[src/rtl/miner_pkg.sv]
// Shared types and constants for the nonce dispatcher slice.
// The optional NONCE_DISPATCHER_STATS_EN build uses sat_add32 for its hash counter.
package miner_pkg;

   localparam int NONCE_W_DEF = 32;

   typedef enum logic [1:0] {
      IDLE     = 2'd0,
      DISPATCH = 2'd1,
      DRAIN    = 2'd2,
      REPORT   = 2'd3
   } dispatch_state_t;

   function automatic logic [31:0] sat_add32(input logic [31:0] a, input logic [31:0] b);
      logic [32:0] sum;
      sum = {1'b0, a} + {1'b0, b};
      return sum[32] ? 32'hFFFF_FFFF : sum[31:0];
   endfunction

endpackage

[src/rtl/nonce_dispatcher_if.sv]
// Job, core and result signals of the nonce dispatcher; master is the dispatcher side.
// NONCE_DISPATCHER_STATS_EN adds the hash_count output.
interface nonce_dispatcher_if
   import miner_pkg::*;
#(
   parameter int NUM_CORES = 4,
   parameter int NONCE_W   = NONCE_W_DEF
);
   logic                 job_valid;
   logic                 job_ready;
   logic [NONCE_W-1:0]   nonce_start;
   logic [NONCE_W-1:0]   nonce_end;
   logic                 abort;
   logic [NUM_CORES-1:0] core_start;
   logic [NONCE_W-1:0]   core_nonce;
   logic [NUM_CORES-1:0] core_done;
   logic [NUM_CORES-1:0] core_hit;
   logic                 result_valid;
   logic                 result_found;
   logic [NONCE_W-1:0]   result_nonce;
`ifdef NONCE_DISPATCHER_STATS_EN
   logic [31:0]          hash_count;

   modport master (
      input  job_valid, nonce_start, nonce_end, abort, core_done, core_hit,
      output job_ready, core_start, core_nonce, result_valid, result_found, result_nonce,
      output hash_count
   );
   modport slave (
      output job_valid, nonce_start, nonce_end, abort, core_done, core_hit,
      input  job_ready, core_start, core_nonce, result_valid, result_found, result_nonce,
      input  hash_count
   );
`else
   modport master (
      input  job_valid, nonce_start, nonce_end, abort, core_done, core_hit,
      output job_ready, core_start, core_nonce, result_valid, result_found, result_nonce
   );
   modport slave (
      output job_valid, nonce_start, nonce_end, abort, core_done, core_hit,
      input  job_ready, core_start, core_nonce, result_valid, result_found, result_nonce
   );
`endif
endinterface

[src/rtl/rr_arbiter.sv]
// Combinational round-robin arbiter: first requester at or above ptr_i, wrapping.
module rr_arbiter #(
   parameter int N  = 4,
   parameter int PW = $clog2(N)
) (
   input  logic [N-1:0]  req_i,
   input  logic [PW-1:0] ptr_i,
   output logic [N-1:0]  grant_o,
   output logic [PW-1:0] grant_idx_o,
   output logic          any_grant_o
);
   int   pos;
   logic take;

   // Walk the ring once from the pointer; the first requester seen wins.
   always_comb begin
      grant_o     = '0;
      grant_idx_o = '0;
      any_grant_o = 1'b0;
      pos         = 0;
      take        = 1'b0;
      for (int k = 0; k < N; k++) begin
         pos           = (int'(ptr_i) + k >= N) ? int'(ptr_i) + k - N : int'(ptr_i) + k;
         take          = req_i[pos] && !any_grant_o;
         grant_o[pos]  = take;
         grant_idx_o   = take ? PW'(pos) : grant_idx_o;
         any_grant_o   = any_grant_o | take;
      end
   end

endmodule

[src/rtl/nonce_dispatcher.sv]
// Spreads one nonce range over NUM_CORES hash cores, stops on first hit, drains, reports.
// Define NONCE_DISPATCHER_STATS_EN to add the saturating hash_count output.
module nonce_dispatcher
   import miner_pkg::*;
#(
   parameter int NUM_CORES = 4,
   parameter int NONCE_W   = NONCE_W_DEF
) (
   input logic               clk,
   input logic               rst,
   nonce_dispatcher_if.master bus
);
   localparam int PTR_W = $clog2(NUM_CORES);

   dispatch_state_t      state_q, state_d;
   logic [NUM_CORES-1:0] inflight_q, inflight_d;
   logic [PTR_W-1:0]     ptr_q, ptr_d;
   logic [NONCE_W-1:0]   next_nonce_q, next_nonce_d;
   logic [NONCE_W-1:0]   end_q, end_d;
   logic [NONCE_W-1:0]   result_nonce_q, result_nonce_d;
   logic                 found_q, found_d;
   logic [NONCE_W-1:0]   nonce_tab_q [NUM_CORES];
   logic [NONCE_W-1:0]   nonce_tab_d [NUM_CORES];

   logic [NUM_CORES-1:0] grant_s;
   logic [PTR_W-1:0]     grant_idx_s;
   logic                 any_grant_s;
   logic                 job_hs_s, issue_s, last_issue_s, new_hit_s;
   logic [NUM_CORES-1:0] done_acc_s, hit_vec_s;
   logic [PTR_W-1:0]     hit_idx_s, ptr_next_s;

`ifdef NONCE_DISPATCHER_STATS_EN
   logic [31:0]          hash_count_q, hash_count_d, done_cnt_s;
`endif

   rr_arbiter #(.N(NUM_CORES), .PW(PTR_W)) u_arb (
      .req_i       (~inflight_q),
      .ptr_i       (ptr_q),
      .grant_o     (grant_s),
      .grant_idx_o (grant_idx_s),
      .any_grant_o (any_grant_s)
   );

   // Grants look at inflight_q, so a core finishing this cycle is only re-granted next cycle.
   assign job_hs_s     = (state_q == IDLE) && bus.job_valid;
   assign issue_s      = (state_q == DISPATCH) && !bus.abort && any_grant_s;
   assign last_issue_s = issue_s && (next_nonce_q == end_q);
   assign done_acc_s   = (state_q != IDLE) ? (bus.core_done & inflight_q) : '0;
   assign hit_vec_s    = done_acc_s & bus.core_hit;
   assign new_hit_s    = (|hit_vec_s) && !found_q;
   assign ptr_next_s   = (int'(grant_idx_s) == NUM_CORES - 1) ? '0 : grant_idx_s + PTR_W'(1);

   // Lowest-index hit wins when several cores hit together.
   always_comb begin
      hit_idx_s = '0;
      for (int i = NUM_CORES - 1; i >= 0; i--) begin
         hit_idx_s = hit_vec_s[i] ? PTR_W'(i) : hit_idx_s;
      end
   end

   // Datapath next values.
   always_comb begin
      inflight_d     = (inflight_q & ~done_acc_s) | (issue_s ? grant_s : '0);
      ptr_d          = issue_s ? ptr_next_s : ptr_q;
      next_nonce_d   = job_hs_s ? bus.nonce_start
                                : (issue_s ? next_nonce_q + NONCE_W'(1) : next_nonce_q);
      end_d          = job_hs_s ? bus.nonce_end : end_q;
      found_d        = job_hs_s ? 1'b0 : (found_q | new_hit_s);
      result_nonce_d = new_hit_s ? nonce_tab_q[hit_idx_s] : result_nonce_q;
      for (int i = 0; i < NUM_CORES; i++) begin
         nonce_tab_d[i] = (issue_s && grant_s[i]) ? next_nonce_q : nonce_tab_q[i];
      end
   end

`ifdef NONCE_DISPATCHER_STATS_EN
   // Accepted completions for the current job, saturating.
   always_comb begin
      done_cnt_s = 32'd0;
      for (int i = 0; i < NUM_CORES; i++) begin
         done_cnt_s = done_cnt_s + {31'd0, done_acc_s[i]};
      end
      hash_count_d = job_hs_s ? 32'd0 : sat_add32(hash_count_q, done_cnt_s);
   end
`endif

   // Next-state logic.
   always_comb begin
      state_d = state_q;
      case (state_q)
         IDLE:     state_d = bus.job_valid ? DISPATCH : IDLE;
         DISPATCH: state_d = (bus.abort || last_issue_s || new_hit_s) ? DRAIN : DISPATCH;
         DRAIN:    state_d = (inflight_d == '0) ? REPORT : DRAIN;
         REPORT:   state_d = IDLE;
         default:  state_d = IDLE;
      endcase
   end

   // Outputs.
   always_comb begin
      bus.job_ready    = (state_q == IDLE);
      bus.core_start   = issue_s ? grant_s : '0;
      bus.core_nonce   = issue_s ? next_nonce_q : '0;
      bus.result_valid = (state_q == REPORT);
      bus.result_found = (state_q == REPORT) && found_q;
      bus.result_nonce = result_nonce_q;
`ifdef NONCE_DISPATCHER_STATS_EN
      bus.hash_count   = hash_count_q;
`endif
   end

   // State and datapath registers.
   always_ff @(posedge clk) begin
      if (rst) begin
         state_q        <= IDLE;
         inflight_q     <= '0;
         ptr_q          <= '0;
         next_nonce_q   <= '0;
         end_q          <= '0;
         result_nonce_q <= '0;
         found_q        <= 1'b0;
         for (int i = 0; i < NUM_CORES; i++) begin
            nonce_tab_q[i] <= '0;
         end
`ifdef NONCE_DISPATCHER_STATS_EN
         hash_count_q   <= 32'd0;
`endif
      end else begin
         state_q        <= state_d;
         inflight_q     <= inflight_d;
         ptr_q          <= ptr_d;
         next_nonce_q   <= next_nonce_d;
         end_q          <= end_d;
         result_nonce_q <= result_nonce_d;
         found_q        <= found_d;
         for (int i = 0; i < NUM_CORES; i++) begin
            nonce_tab_q[i] <= nonce_tab_d[i];
         end
`ifdef NONCE_DISPATCHER_STATS_EN
         hash_count_q   <= hash_count_d;
`endif
      end
   end

endmodule

[src/flat_wrapper.sv]
// flat-port wrapper written by rule: the top's interface ports become plain ports
module nonce_dispatcher_flat import miner_pkg::*;
#(
   parameter int NUM_CORES = 4,
   parameter int NONCE_W   = NONCE_W_DEF
)
  (clk, rst, bus_job_valid, bus_nonce_start, bus_nonce_end, bus_abort, bus_core_done, bus_core_hit, bus_job_ready, bus_core_start, bus_core_nonce, bus_result_valid, bus_result_found, bus_result_nonce);
  nonce_dispatcher_if #(.NUM_CORES(NUM_CORES), .NONCE_W(NONCE_W)) bus_i ();
  input logic clk;
  input logic rst;
  input wire logic [$bits(bus_i.job_valid)-1:0] bus_job_valid;
  input wire logic [$bits(bus_i.nonce_start)-1:0] bus_nonce_start;
  input wire logic [$bits(bus_i.nonce_end)-1:0] bus_nonce_end;
  input wire logic [$bits(bus_i.abort)-1:0] bus_abort;
  input wire logic [$bits(bus_i.core_done)-1:0] bus_core_done;
  input wire logic [$bits(bus_i.core_hit)-1:0] bus_core_hit;
  output wire logic [$bits(bus_i.job_ready)-1:0] bus_job_ready;
  output wire logic [$bits(bus_i.core_start)-1:0] bus_core_start;
  output wire logic [$bits(bus_i.core_nonce)-1:0] bus_core_nonce;
  output wire logic [$bits(bus_i.result_valid)-1:0] bus_result_valid;
  output wire logic [$bits(bus_i.result_found)-1:0] bus_result_found;
  output wire logic [$bits(bus_i.result_nonce)-1:0] bus_result_nonce;
  assign bus_i.job_valid = bus_job_valid;
  assign bus_i.nonce_start = bus_nonce_start;
  assign bus_i.nonce_end = bus_nonce_end;
  assign bus_i.abort = bus_abort;
  assign bus_i.core_done = bus_core_done;
  assign bus_i.core_hit = bus_core_hit;
  assign bus_job_ready = bus_i.job_ready;
  assign bus_core_start = bus_i.core_start;
  assign bus_core_nonce = bus_i.core_nonce;
  assign bus_result_valid = bus_i.result_valid;
  assign bus_result_found = bus_i.result_found;
  assign bus_result_nonce = bus_i.result_nonce;
  nonce_dispatcher #(.NUM_CORES(NUM_CORES), .NONCE_W(NONCE_W)) u_core (.clk(clk), .rst(rst), .bus(bus_i));
endmodule
[config.mk]
export PLATFORM = sky130hd
export DESIGN_NAME = nonce_dispatcher_flat
export DESIGN_NICKNAME = d
export VERILOG_FILES = /design/src/rtl/miner_pkg.sv /design/src/rtl/nonce_dispatcher_if.sv /design/src/rtl/rr_arbiter.sv /design/src/rtl/nonce_dispatcher.sv /design/src/flat_wrapper.sv
export SDC_FILE = /design/constraint.sdc
export NUM_CORES = 1
export LEC_CHECK = 0
export ABC_AREA = 1
export BUFFER_PORTS_ARGS = -buffer_cell sky130_fd_sc_hd__buf_2
export CORE_MARGIN = 1.5
export CORE_UTILIZATION = 45
export DETAILED_ROUTE_END_ITERATION = 10
export HOLD_SLACK_MARGIN = 0.05
export PLACE_DENSITY_LB_ADDON = 0.12
export SYNTH_ARGS = -nofsm -noshare
export SYNTH_HDL_FRONTEND = slang
export SYNTH_SLANG_ARGS = --single-unit
export TNS_END_PERCENT = 50
[constraint.sdc]
create_clock -name clk -period 4.1 [get_ports clk]
set_clock_uncertainty 0.05 [all_clocks]
set_input_delay 0.615 -clock clk [delete_from_list [all_inputs] [get_ports clk]]
set_output_delay 0.615 -clock clk [all_outputs]
set_load 0.01 [all_outputs]
==> impl_results.md <==
* Synth cell types at 37
* Cells after Synth at 1,381
* DRT antenna net count at 0
* Setup Buffers After CTS at 0
* Final critical-path required period at 3.84 ns
* Antenna violations before repair at 1
* Grt ovf at 0
* VDD IR max at 0.303 mV
* Die X at 162 um
* CTS Buf Count at 27
* Outcome: complete, no violations
* # setup viols final at 0
* #FFs+latches synth at 233
* Placer congestion estimate at 0.898
* Max-Cap Viols at 0
* Htree depth at 1
* # nets final at 1,582
* Worst r2r src: u_core.ptr_q[1]$_SDFFE_PP0N_
* Vias at 9,520
* Post-cts resize count at 0
* CTS root buffer: clkbuf_16
* Most frequent cells in the layout: nor2_1 (400), nand2_1 (157), buf_2 (146), edfxtp_1 (128), o21ai_0 (127)
* Asr flop ratio synth at 0%
* Reg clk slew, reported paths at 0.06 ns
* Vias/cell at 5.15
* Largest net degree at the start of global routing at 65
* Die height at 162 um
* Pre-antenna DRT Iters at 5
* CP endpoint kind: output port
* Worst Hold Class: in -> reg
* Setup Crit Path Kind: reg -> out
* Register area at 5950 um^2
* Worst EP arrival at 3.18 ns
* Startpoint Class: flop
* Initial Util at 45.7%
* FP Rows at 58
* LEAKAGE at 0.00542 uW
* Syn Area/Cell at 8.29 um^2
* Most common cell after layout, fill and taps aside: nor2_1
* Hold wc startpoint: bus_nonce_end[8]
* Fmax at 0.260 GHz
* Clk_lat worst skew at 0.53 ns
* RSZ-0062 raised after global routing: no
* Least-Margin Pin Slew at 0.839 ns
* Die Area at 26,400 um^2
* First-pass GRT wire length at 48,300 um
* Seq/Total Area, Yosys at 51.9%
* Post-DP HPWL at 20,000 um
* Number of flops mapped to enable cells by yosys at 128
* Initial DRC count at 677
* Ys Warns at 0
* CTS tree: done
* Area growth syn-to-layout at 15.1%
* Placed inst area at 12,300 um^2
* Filler cell count at 2,445
* Final wirelength at 30,800 um
* Core Region at 25,000 um^2
* Total Negative Setup Slacks at 0 ns
* Worst reg-to-reg setup slack at 0.77 ns
* Drc violations at 0
* Worst flop-to-flop path endpoint: u_core.next_nonce_q[23]$_SDFFE_PP0P_
* Vias in the first global route at 8,998
* Layout cells sized above 1 at 17.7%
* Most used DFF post-synth: edfxtp_1
* CTS hold repair buffers at 0
* Syn Nets at 1,466
* Post-Syn Area at 11,400 um^2
* Period utilization at 93.8%
* Max Transition Viols Final at 0
* CP Data Required Time at 3.43 ns
* Global Route Usage Sum at 23.5%
* Wire per inst at 16.6 um
* Cell area after layout at 13,200 um^2
* Area of the multi-input gates at 4720 um^2
* Hold Crit Endpoint: u_core.end_q[8]$_SDFFE_PP0P_
* Crit Path Max Fanout at 40
* Final hold vios at 0
* Longest Clk Path Bufs at 3
* IO buf count at 146
* Util after Layout at 52.6%
* # IOs at 147
* Reg2Reg Depth at 14
* Clk sinks at 233
* Power Density at 428 nW/um^2
* Slew HR at 44.1%
* Hold Path Cell Cnt at 3
[worst max-delay path by stage]
stage | start | endpoint | slack, ns | depth (start not counted)
2_1_floorplan | flop | u_core.nonce_tab_q[1][0]$_SDFFCE_PN0P_ | 1.19 | 12
3_3_place_gp | u_core.ptr_q[1]$_SDFFE_PP0N_ | u_core.nonce_tab_q[2][22]$_SDFFCE_PN0P_ | 0.92 | 13
3_5_place_dp | u_core.ptr_q[1]$_SDFFE_PP0N_ | u_core.nonce_tab_q[0][21]$_SDFFCE_PN0P_ | 0.81 | 13
4_1_cts | u_core.ptr_q[1]$_SDFFE_PP0N_ | bus_core_nonce[11] | 0.26 | 11
5_1_grt | u_core.ptr_q[1]$_SDFFE_PP0N_ | bus_core_nonce[14] | 0.04 | 11
6_report | u_core.ptr_q[1]$_SDFFE_PP0N_ | bus_core_nonce[11] | 0.26 | 11
[critical path: stages (launching register included)]
cell and delay (ns):
dfxtp_1 0.52, inv_1 0.23, ha_1 0.39, inv_1 0.09, nand3_1 0.10, nand2_2 0.07
nor2_4 0.18, nand3_4 0.09, nand2_2 0.20, buf_4 0.44, nor2_1 0.16, buf_2 0.17
[per-layer routing]
| layer | vias to the layer above | GRT usage, % | share of wire (%) |
|---|---|---|---|
| li1 | 4772 | - | - |
| met5 | - | 0 | 0 |
| met4 | 0 | 7.38 | 2.7 |
| met3 | 55 | 3.39 | 5.4 |
| met1 | 4396 | 33.1 | 47 |
| met2 | 297 | 37.2 | 45 |
[through the flow]
step	hold slack (ns)	std cells	worst slack, ns	total power (uW)
global route	0.300	1848	0.0415	5880
floorplan	0.394	1381	1.19	3210
detailed placement	0.413	1798	0.809	3440
finish	0.291	1848	0.256	5640
CTS	0.278	1847	0.259	5680
global placement	0.407	1798	0.916	3430
[Yosys cell counts (10+ instances only)]
| cell type | n | share of area (%) |
|---|---|---|
| a21oi_1 | 27 | 1.2 |
| buf_2 | 22 | 0.96 |
| buf_6 | 10 | 0.98 |
| clkbuf_1 | 35 | 1.1 |
| dfxtp_1 | 105 | 18 |
| edfxtp_1 | 128 | 34 |
| inv_1 | 96 | 3.1 |
| inv_2 | 13 | 0.43 |
| nand2_1 | 158 | 5.2 |
| nand2_2 | 11 | 0.60 |
| nand3_1 | 31 | 1.4 |
| nand4_1 | 21 | 1.1 |
| nor2_1 | 401 | 13 |
| nor2_2 | 33 | 1.8 |
| nor3_1 | 15 | 0.66 |
| o211ai_1 | 34 | 2.2 |
| o21ai_0 | 127 | 5.6 |
| xnor2_1 | 28 | 2.1 |
| xor2_1 | 22 | 1.7 |
[flip-flops by register name (all words and copies together) (netlist names), named ones only]
register,flops
u_core.ptr_q,1
u_core.end_q,32
u_core.next_nonce_q,32
u_core.inflight_q,4
u_core.bus.result_nonce,32
u_core.nonce_tab_q,128
u_core.state_q,1
u_core.found_q,1
[layout make-up]
cell class	instances	area share, %
Antenna cell	1	0.0190
Clock buffer	41	5.75
Clock inverter	8	0.503
Inverter	109	3.11
Multi-Input combinational cell	966	35.8
Sequential cell	233	45.1
Tap cell	330	3.13
Timing Repair Buffer	160	6.53
[kinds of logic after synthesis]
family          after synthesis  synth area share, %
compound gates              219                 10.8
xor+xnor                     50                 3.83
fa+ha+maj                     9                0.984
buf+inv                     182                 6.90
flops                       233                 51.9
simple gates                688                 25.5
[report_power, final]
group | leakage, uW | switching, uW | internal (uW)
clock | 0.000403 | 917 | 1330
sequential | 0.00219 | 110 | 2600
combinational | 0.00283 | 462 | 219
(Power assumes the default switching activity.)
